===== src/rtl/rem_pkg.sv =====
// Shared types and widths for the remainder scheduler: FSM state encoding,
// sign-magnitude operand width and remainder result width.
package rem_pkg;

   localparam int OP_W  = 3;
   localparam int MAG_W = OP_W - 1;
   localparam int RES_W = 5;

   typedef enum logic [1:0] {
      IDLE = 2'd0,
      CALC = 2'd1,
      RESP = 2'd2
   } state_t;

endpackage : rem_pkg


===== src/rtl/rem_sched_rem.sv =====
// Combinational sign-magnitude remainder unit. The remainder takes the
// numerator sign; a zero-magnitude denominator flags divbyzero and passes the numerator through.
module rem_sched_rem
   import rem_pkg::*;
(
   input  logic [OP_W-1:0]  num,
   input  logic [OP_W-1:0]  den,
   output logic [RES_W-1:0] remainder,
   output logic             divbyzero
);

   logic [MAG_W-1:0] mag;

   // Magnitudes are at most 3, so three conditional subtractions always
   // reach the remainder, even for a divisor of 1.
   always_comb begin
      divbyzero = (den[MAG_W-1:0] == '0);
      mag       = num[MAG_W-1:0];
      for (int i = 0; i < 3; i++) begin
         if (!divbyzero && (mag >= den[MAG_W-1:0])) begin
            mag = mag - den[MAG_W-1:0];
         end
      end
      remainder              = '0;
      remainder[RES_W-1]     = num[OP_W-1];
      remainder[MAG_W-1:0]   = mag;
   end

endmodule : rem_sched_rem


===== src/rtl/rem_sched.sv =====
// Two-requester round-robin scheduler in front of one shared remainder unit;
// each operation takes IDLE -> CALC -> RESP with a one-cycle ack in RESP.
module rem_sched
   import rem_pkg::*;
#(
   parameter int DZ_CNT_W = 4
)
(
   input  logic                clk,
   input  logic                rst,
   input  logic                req0,
   input  logic                req1,
   input  logic [OP_W-1:0]     num0,
   input  logic [OP_W-1:0]     num1,
   input  logic [OP_W-1:0]     den0,
   input  logic [OP_W-1:0]     den1,
   output logic                ack0,
   output logic                ack1,
   output logic [RES_W-1:0]    rdata,
   output logic                rdz,
   output logic                rid,
   output logic                busy,
   output logic [DZ_CNT_W-1:0] dz_count
);

   state_t           state;
   state_t           state_nxt;
   logic             last_gnt;
   logic             gnt_valid;
   logic             gnt_id;
   logic [OP_W-1:0]  num_q;
   logic [OP_W-1:0]  den_q;
   logic [RES_W-1:0] rem_out;
   logic             rem_dz;

   // NOTE: every variable assigned in always_comb gets a default first so no path leaves it unassigned and infers a latch.
   always_comb begin
      gnt_valid = req0 | req1;
      gnt_id    = 1'b0;
      if (req0 && req1) begin
         gnt_id = ~last_gnt;
      end else if (req1) begin
         gnt_id = 1'b1;
      end
   end

   always_comb begin
      state_nxt = state;
      unique case (state)
         IDLE:    if (gnt_valid) state_nxt = CALC;
         CALC:    state_nxt = RESP;
         RESP:    state_nxt = IDLE;
         default: state_nxt = IDLE;
      endcase
   end

   // NOTE: sequential state uses non-blocking assignments so every register samples pre-edge values regardless of block order.
   always_ff @(posedge clk) begin
      if (rst) begin
         state <= IDLE;
      end else begin
         state <= state_nxt;
      end
   end

   // last_gnt resets to 1 so requester 0 wins the first tie.
   always_ff @(posedge clk) begin
      if (rst) begin
         last_gnt <= 1'b1;
         num_q    <= '0;
         den_q    <= '0;
         rid      <= 1'b0;
         rdata    <= '0;
         rdz      <= 1'b0;
         ack0     <= 1'b0;
         ack1     <= 1'b0;
         dz_count <= '0;
      end else begin
         ack0 <= 1'b0;
         ack1 <= 1'b0;
         unique case (state)
            IDLE: begin
               if (gnt_valid) begin
                  num_q    <= gnt_id ? num1 : num0;
                  den_q    <= gnt_id ? den1 : den0;
                  rid      <= gnt_id;
                  last_gnt <= gnt_id;
               end
            end
            CALC: begin
               rdata <= rem_out;
               rdz   <= rem_dz;
               ack0  <= ~rid;
               ack1  <= rid;
               if (rem_dz && (dz_count != '1)) begin
                  dz_count <= dz_count + DZ_CNT_W'(1);
               end
            end
            default: ;
         endcase
      end
   end

   assign busy = (state != IDLE);

   rem_sched_rem u_rem (
      .num       (num_q),
      .den       (den_q),
      .remainder (rem_out),
      .divbyzero (rem_dz)
   );

endmodule : rem_sched


===== config.mk =====
export PLATFORM = sky130hd
export DESIGN_NAME = rem_sched
export DESIGN_NICKNAME = d
export VERILOG_FILES = /design/src/rtl/rem_pkg.sv /design/src/rtl/rem_sched_rem.sv /design/src/rtl/rem_sched.sv
export SDC_FILE = /design/constraint.sdc
export NUM_CORES = 1
export LEC_CHECK = 0
export CORE_MARGIN = 1
export CORE_UTILIZATION = 41
export CTS_CLUSTER_DIAMETER = 200
export DETAILED_ROUTE_END_ITERATION = 7
export PLACE_DENSITY = 0.7
export SLEW_MARGIN = 10
export SYNTH_ARGS = -nofsm -noshare
export SYNTH_HDL_FRONTEND = slang
export SYNTH_SLANG_ARGS = --single-unit
export TNS_END_PERCENT = 20

===== constraint.sdc =====
create_clock -name clk -period 4.5 [get_ports clk]
set_input_delay 1.35 -clock clk [delete_from_list [all_inputs] [get_ports clk]]
set_output_delay 1.35 -clock clk [all_outputs]
set_load 0.02 [all_outputs]

==> impl_metrics.toml <==
[clock_network]
cts_sinks = 19
cts_tree = "done"
postCtsHoldBufs = 0
cts.path.max_buffers = 2
post-cts-setup-buffers = 0
clk_pin_slew_worst_paths_ns = 0.11
cts_inserted_buffers = 3
ctsRootBufferMaster = "clkbuf_4"
cts-resized-gates = 0
clk_latency_ns = 0.30
cts-htree-levels = 1

[critical_path]
worstSetupPathType = "reg -> reg"
arrival_ns = 4.29
crit_fanout = 9
r2r_cells = 13
start_kind = "register"
cp-end-kind = "register"
critical_path_required_ns = 4.70

[timing]
setup_viol = 0
worst_pin_slew_ns = 0.640
final_hold_viol_count = 0
slew_viol_final = 0
period_share_pct = 90.9
fin_tns_setup_ns = 0
finalCriticalPeriod_ns = 4.09
fmax_mhz = 244
rsz0062_at_grt = "false"
hold-worst-slack_ns = 0.477
finClkSkew_ns = 0.0106
max-slew-margin-rel_pct = 57.2

[finish]
drive_gt1_share_pct = 6.16
final_cell_mix = "clkdlybuf4s50_1 (25), dfxtp_1 (19), nor2_1 (15)"
synthToLayoutAreaGrowth_pct = 26.9
n_antenna_cell = 0
fin_area_um2 = 1370
post-route-util_pct = 55.3
finalNetCount = 173
layout_commonest_cell = "clkdlybuf4s50_1"

[detailed_routing]
drt-initial-drc-count = 10
routed_via_density = 5.26
num_vias = 925
dr.pass1.iters = 4
routedWlPerCell_um = 12.2
drtAntennaViolNets = 0
drt_wl_total_um = 2150
drc = 0

[placed_design]
postPlaceCellArea_um2 = 1340
hpwl_um = 1710
port_buffers = 25
gp_congestion = 0.866

[pwr]
ir_drop_mv = 0.242
p_clk_share_pct = 18.5
power.switching_uw = 164
leakagePower_uw = 0.000542
power_frac_seq_pct = 42.6
pwr_density_cell_nw_per_um2 = 340
switching_share_pct = 35.4
power_frac_comb_pct = 38.9
p_int_uw = 300

[synth]
ys_types = 37
syn_avg_cell_area_um2 = 8.91
synth_warnings = 0
yosysSeqAreaShare_pct = 35.3
syn_inst = 121
ys_seq_elements = 19
synthesis.area_um2 = 1080

[global_routing]
grt_first_pass_wirelength_um = 3840
grt_pass1_vias = 882
grt_max_degree = 18
track_usage_pct = 18.6
antenna_found_initial = 0
grt_remaining_overflow = 0

[floorplan]
die_y_um = 53.3
ioPinCount = 30
rows = 18
die_w_um = 53.3
die_area_um2 = 2840
core-area_um2 = 2480
start_util_pct = 43.5

[hold_path]
whs_path_depth = 2
hold_path_class = "reg -> reg"

[flow_run]
cap_violations = 0

[status]
status = "complete, no violations"
path summary, 6_finish.rpt:
| kind | startpoint | endpoint | slack [ns] |
|---|---|---|---|
| max | den_q[1]$_SDFFE_PP0P_ | rdata[0]$_SDFFE_PP0P_ | 0.41 |
| min | num_q[2]$_SDFFE_PP0P_ | rdata[4]$_SDFFE_PP0P_ | 0.48 |
| max reg2reg | den_q[1]$_SDFFE_PP0P_ | rdata[0]$_SDFFE_PP0P_ | 0.41 |
| min reg2reg | num_q[2]$_SDFFE_PP0P_ | rdata[4]$_SDFFE_PP0P_ | 0.48 |
power groups by stage:
stage | logic [uW] | clock network [uW] | registers, uW
floorplan | 123 | 0 | 206
global placement | 172 | 0 | 201
detailed placement | 181 | 0 | 202
CTS | 182 | 87.2 | 198
global route | 205 | 98.6 | 201
finish | 181 | 86.1 | 198
logic make-up after synthesis:
| group | synth area share [%] |
|---|---|
| and+or+nand+nor | 19.6 |
| AOI/OAI and AO/OA | 21.0 |
| DFF | 35.3 |
| buffers and inverters | 4.64 |
| adders and majority gates | 13.7 |
| muxes | 4.64 |
| other | 0.348 |
| xor gates and xnor gates | 0.812 |
critical path, stage by stage, from the launching register on:
cell      delay [ns]
dfxtp_1         0.61
inv_1           0.21
ha_1            0.33
nand2_1         0.07
a31o_2          0.26
a21oi_1         0.26
ha_1            0.30
a21oi_1         0.23
nor2_1          0.14
a211oi_1        0.38
a21oi_1         0.12
fa_1            0.42
or3_1           0.38
a311oi_1        0.28
layout make-up:
class                      count  area [um2]
clock buffer                   4        26.3
multi-input combinational     92         652
fill                         239        1110
tap                           30        37.5
inverter                       6        22.5
timing repair buffer          25         250
sequential                    19         380
synth_stat cells (all sizes together):
cell    count  area share [%]
or2         1            0.58
nand3       3             1.4
nor4b       1             2.2
conb        1            0.35
ha          7             8.1
nand2b      2             1.2
o22a        1            0.81
mux2i       5             4.6
clkbuf      2            0.70
a31o        1            0.81
or3         2             1.2
nor2       15             5.2
a21o        2             1.4
nand2       8             3.0
o21bai      1            0.70
o21ai       4             1.9
buf         3             1.9
o311ai      1            0.81
nor2b       1            0.58
a211oi      6             4.2
fa          3             5.6
o21a        1            0.70
a311oi      1            0.81
a22oi       1            0.70
a21oi      12             5.6
and4b       1             1.0
nand3b      1            0.70
a21boi      1             1.0
o311a       1            0.93
and3        2             1.2
inv         6             2.1
dfxtp      19              35
o31ai       1            0.70
xor2        1            0.81
nor3        3             1.4
routing by layer:
| layer | share of wire (%) | global-route usage, % | vias to the layer above | wire (um) |
|---|---|---|---|---|
| li1 | - | - | 483 | - |
| met1 | 46 | 23.5 | 417 | 997 |
| met2 | 49 | 31.7 | 25 | 1050 |
| met3 | 4.7 | 6.03 | 0 | 102 |
| met4 | 0 | 1.32 | 0 | 0 |
| met5 | 0 | 0 | - | 0 |
per-stage QoR:
step | cells | power (uW) | worst slack (ns)
after CTS | 176 | 467 | 0.387
final | 176 | 465 | 0.408
after global routing | 176 | 505 | 0.0464
after detailed placement | 172 | 383 | 0.406
after global placement | 172 | 373 | 0.625
after floorplan | 122 | 329 | 1.00
state kept, by name, summed over array words and instances, names as in the netlist:
name	flops
rdz	1
num_q	3
ack0	1
rdata	3
state	2
ack1	1
last_gnt	1
rid	1
den_q	2
dz_count	4
Power figures use the tool's default switching activity.
